==> src/rtl/pc_select_counter.sv <==
// Program counter with one-hot source select: interrupt > return > branch > sequential, one-cycle load, stall holds.
// Define PC_INT_SOURCE_EN to build the interrupt source; otherwise sel_signals[2] and int_branch_addr are ignored.
module pc_select_counter #(
  parameter int                ADDR_W       = 14,
  parameter logic [ADDR_W-1:0] RESET_VECTOR = '0
) (
  input  logic              clock,
  input  logic              nreset,
  input  logic              stall,
  input  logic [3:0]        sel_signals,
  input  logic [ADDR_W-1:0] branch_target_addr,
  input  logic [ADDR_W-1:0] int_branch_addr,
  input  logic [ADDR_W-1:0] ret_addr,
  output logic [ADDR_W-1:0] prog_mem_addr_fetch,
  output logic [ADDR_W-1:0] next_prog_cntr,
  output logic              sel_multi
);

  logic [ADDR_W-1:0] pc;
  logic [ADDR_W-1:0] load_val;
  logic              int_sel;
  logic [3:0]        sel_eff;

`ifdef PC_INT_SOURCE_EN
  assign int_sel = sel_signals[2];
`else
  // Interrupt source not built: its select bit and vector are deliberately dropped.
  logic unused_int;
  assign int_sel    = 1'b0;
  assign unused_int = ^{sel_signals[2], int_branch_addr};
`endif

  assign sel_eff = {sel_signals[3], int_sel, sel_signals[1:0]};

  // Clearing the lowest set bit leaves something only when two or more bits are set.
  assign sel_multi = |(sel_eff & (sel_eff - 4'd1));

  assign prog_mem_addr_fetch = pc;
  assign next_prog_cntr      = pc + ADDR_W'(1);

  always_comb begin
    load_val = next_prog_cntr;
`ifdef PC_INT_SOURCE_EN
    if (int_sel)
      load_val = int_branch_addr;
    else
`endif
    if (sel_eff[3])
      load_val = ret_addr;
    else if (sel_eff[1])
      load_val = branch_target_addr;
  end

  always_ff @(posedge clock) begin
    if (nreset)
      pc <= RESET_VECTOR;
    else if (!stall)
      pc <= load_val;
  end

endmodule

==> config.mk <==
export PLATFORM = sky130hd
export DESIGN_NAME = pc_select_counter
export DESIGN_NICKNAME = d
export VERILOG_FILES = /design/src/rtl/pc_select_counter.sv
export SDC_FILE = /design/constraint.sdc
export NUM_CORES = 1
export LEC_CHECK = 0
export CAP_MARGIN = 25
export CORE_ASPECT_RATIO = 1.5
export CORE_UTILIZATION = 36
export CTS_BUF_LIST = sky130_fd_sc_hd__clkbuf_4
export CTS_CLUSTER_DIAMETER = 120
export CTS_CLUSTER_SIZE = 14
export DETAILED_ROUTE_END_ITERATION = 8
export GPL_TIMING_DRIVEN = 1
export PLACE_DENSITY_LB_ADDON = 0.25
export SLEW_MARGIN = 10
export SYNTH_ARGS = -nofsm -noshare
export SYNTH_HDL_FRONTEND = slang
export SYNTH_SLANG_ARGS = --single-unit
==> constraint.sdc <==
create_clock -name clock -period 2.1 [get_ports clock]
set_input_delay 0.315 -clock clock [delete_from_list [all_inputs] [get_ports clock]]
set_output_delay 0.315 -clock clock [all_outputs]
set_load 0.005 [all_outputs]
# Word-level counts from Yosys, hierarchy flattened

Index checks and enable logic that the tools add are counted.

Output and inout port bits: 29
Input bits: 49
Register bits: 14

Multiplexer cells: 2
Add/subtract/negate cells: 2
Bitwise operators: 1
Reduce and logical (&&, ||, !) cells: 1

Operators by type and width:

| operator                | count |
|---|---|
| $mux W14                | 2 |
| $add A14 B1 Y14 const B | 1 |
| $and A4 B4 Y4           | 1 |
| $reduce_or A4 Y1        | 1 |
| $sub A4 B1 Y4 const B   | 1 |

# Logic depth before layout (Yosys ltp)

Depth in word-level cells: 3
Gate-level depth with buffers: 6
Gate-level depth less buffers: 5

# Worst setup path before layout

No wires, ideal clock.

Path kind: register -> register
From: reg pc[0] (netlist: prog_mem_addr_fetch[0])
To: reg pc[12] (netlist: prog_mem_addr_fetch[12])
Cell stages (with the launch flop): 7
Arrival: 1.654 ns
Required time: 2.026 ns
Period minus slack after synthesis: 1.728 ns
Setup slack: 0.372 ns
Cells stage by stage: dfxtp_1 ha_1 and4_1 buf_6 nand4_4 or4_1 a31oi_1

Word-level cells in the longest chain between the ends: 3

Ends and longest elaborated chain:

| item                   | RTL line | text |
|---|---|---|
| from (decl)            | 19       | `logic [ADDR_W-1:0] pc;` |
| from (signal assigned) | 58       | `pc <= load_val;` |
| $add A14 B1 Y14        | 39       | `assign next_prog_cntr = pc + ADDR_W'(1);` |
| $mux W14               | 50       | `else if (sel_eff[1])` |
| $mux W14               | 48       | `if (sel_eff[3])` |

Every way passes these cells.
A chain may end at the register's enable or synchronous reset.

# Worst setup path in the final report

From: reg pc[0] (netlist: prog_mem_addr_fetch[0])
To: out next_prog_cntr[13]

Word-level cells in the longest chain between the ends: 1

Ends and longest elaborated chain:

| item            | RTL line | text |
|---|---|---|
| $add A14 B1 Y14 | 39       |  |
| to (decl)       | 15       | `output logic [ADDR_W-1:0] next_prog_cntr,` |

Every way passes these cells.

==> metrics <==
status completed; final wirelength 3982 um; Max Clock Freq 495.2 MHz; global-route usage over all layers about a quarter; largest net degree at the start of global routing 17; Mean Syn Cell Area 7.474 um^2; Inserted Clock Buffers 3; largest area contributor in the netlist dfxtp_1; Hold EP prog_mem_addr_fetch[10]; post-route cell area 2019 um^2; Worst slew margin 71.28%; routability cong. 0.8934; pwr/cell area 381.4 nW/um^2; Hold Path Cell Cnt 2; final hold violations 0; share of cells above drive strength 1 22.98%; worst hold path class register to register; Place WS -14.68 ps; clk sinks 14; adder-cell share of the synthesized area 2.009%; Worst Reg2Reg Path Length in Cells 6; Worst-path clk slew roughly 90 ps; Cell Area, Synth 1121 um^2; Worst Max-Slew Pin Slew 430.8 ps; Reg2Reg Capture Point prog_mem_addr_fetch[12]; Post-Synth XOR/XNOR Area around a tenth; DRT iter0 DRCs 38; DIE WIDTH about 48 um; max-cap check violation count 0; hold_ws roughly 530 ps; unrepaired setup endpoints after global routing yes; initial antenna violation count 0; syn_nets 200; antenna cells 0; first-pass GRT wire length 6306 um; Crit. End Element primary output; Largest register FFs 14; sequential fraction of the synthesis area between 20 and 30%; FP Rows 24; mux share of post-synthesis cell area under 10%; Setup crit start prog_mem_addr_fetch[0]; Yosys warning total 0; CORE AREA 2943 um^2; root buffer cell clkbuf_4; number of enable flip-flop cells after synthesis 0; VDD IR max 0.2379 mV; Clock Latency Late Sink between 200 and 300 ps; most frequent cell after synthesis a21oi_1; crit path launch type register; clk buf depth 2; total power 0.7702 mW; flop2flop setup slack 440 ps; dominant cells by area after synthesis dfxtp_1, a21oi_1, xnor2_1; Tmin final slightly above 2000 ps; Pleak 0.8542 nW; Max Slew Vio Count 0; area share of the largest cell type after synthesis between 20% and 30%; worst path required time roughly 1800 ps; fill cell count 277; dpl hpwl around 3000 um; H-tree depth 1; die area 3346 um^2; placed cell count 266; complex-gate fraction of the synthesized area between 30 and 40%; Initial Util between 30% and 40%; Syn Inst Count 150; simple logic cell fraction of the synthesized area between 20% and 30%; total congestion overflow 0; Layout area overhead 80.13%; Yosys cell types between 40 and 50; TritonRoute pass-1 iters 4; ys async rst share 0%; final setup margin slightly above 80 ps; Post-synth top cells a21oi_1, dfxtp_1, nand2_1, o21ai_0, xnor2_1; vias 1463; hold_sp prog_mem_addr_fetch[10]; worst r2r src prog_mem_addr_fetch[0]; TritonCTS clock tree done; die height 70.35 um; Post-synth top flop dfxtp_1; port bufs 62; worst endpoint data arrival time 1700 ps; Setup TNS 0 ps; fin crit share slightly below 100%; vias in the first global route 1485; Vias/cell 5.339; final cell count without fillers 274; CP max FO 7; largest family of logic cells by synthesized area compound AO/OA/AOI/OAI gates; final setup fails 0; Nets 287; Clock Skew 2.337 ps; DP Area 1933 um^2; num ports 78; FF+latch count, synth 14; Final ANT Viol Nets 0; final core utilization 68.62%; final routed DRC violation total 0; WS Path Type register to primary output; routed length per instance 14.53 um
cell usage in the layout (no fill, tap or decap), types with 3 or more instances in the layout:
| master | Yosys | layout |
|---|---|---|
| nor2_1 | 3 | 3 |
| a31oi_1 | 4 | 4 |
| a21oi_1 | 22 | 22 |
| inv_1 | 6 | 6 |
| a22o_1 | 3 | 3 |
| xnor2_1 | 10 | 9 |
| a31o_1 | 3 | 3 |
| nand4_1 | 5 | 5 |
| o21ai_0 | 11 | 11 |
| nand3_1 | 5 | 5 |
| mux2i_1 | 3 | 3 |
| o21ai_1 | 3 | 3 |
| a21boi_1 | 3 | 3 |
| dlygate4sd2_1 | 0 | 7 |
| dfxtp_1 | 14 | 7 |
| clkdlybuf4s50_1 | 0 | 53 |
| dfxtp_2 | 0 | 7 |
| nand2_1 | 11 | 11 |
| buf_4 | 3 | 33 |
| clkbuf_4 | 0 | 3 |
cells by family (layout without fill, tap and decap cells):
kind of cell | after synthesis | count (layout)
AO/OA/AOI/OAI | 57 | 57
XOR/XNOR | 12 | 12
adder cells (fa/ha/maj) | 2 | 2
buffers and inverters | 20 | 105
flip-flops | 14 | 14
multiplexers | 3 | 3
AND/OR/NAND/NOR | 42 | 42
power breakdown:
group	leakage [nW]	total [mW]	internal [mW]	switching, mW
clock network	0.0138	0.161	0.0667	0.0941
logic	0.722	0.306	0.188	0.118
registers	0.118	0.304	0.286	0.0178
total	0.854	0.770	0.541	0.230
worst max-delay path by stage:
stage / endpoint / slack, ps / depth (start not counted)
2_1_floorplan: prog_mem_addr_fetch[12] / 370 / 6
3_3_place_gp: next_prog_cntr[8] / 7 / 5
3_5_place_dp: next_prog_cntr[13] / -10 / 5
4_1_cts: next_prog_cntr[8] / -50 / 7
5_1_grt: next_prog_cntr[8] / -30 / 7
6_report: next_prog_cntr[13] / 80 / 6
metal layers:
layer	GRT usage [%]	share of wire, %	vias up
li1	-	-	718
met1	28.50	39	685
met4	10.19	1.2	0
met3	3.101	4.1	5
met5	0	0	-
met2	45.66	55	55
critical path, cell delays in order (launching register included):
cell and delay [ps]:
dfxtp_2 350, buf_4 140, nand2_1 90, nor4_2 270
buf_4 160, xnor2_1 130, dlygate4sd2_1 260
layout make-up:
cell class | instances | area, um^2 | share of cell area [%]
inverters | 7 | 26.28 | 1.301
repair buffers | 95 | 857.1 | 42.44
well taps | 39 | 48.80 | 2.416
clock buffers | 3 | 22.52 | 1.115
flip-flops and latches | 14 | 289.0 | 14.31
multi-input cells | 116 | 775.7 | 38.41
timing repair:
item                       in CTS  in global routing
gates resized for setup        23                  5
setup endpoints to repair       9                  3
pin swaps                       5                  3
hold buffers                    0                  0
buffers inserted                3                  2
Note: power is estimated with default switching activity, not from simulation.
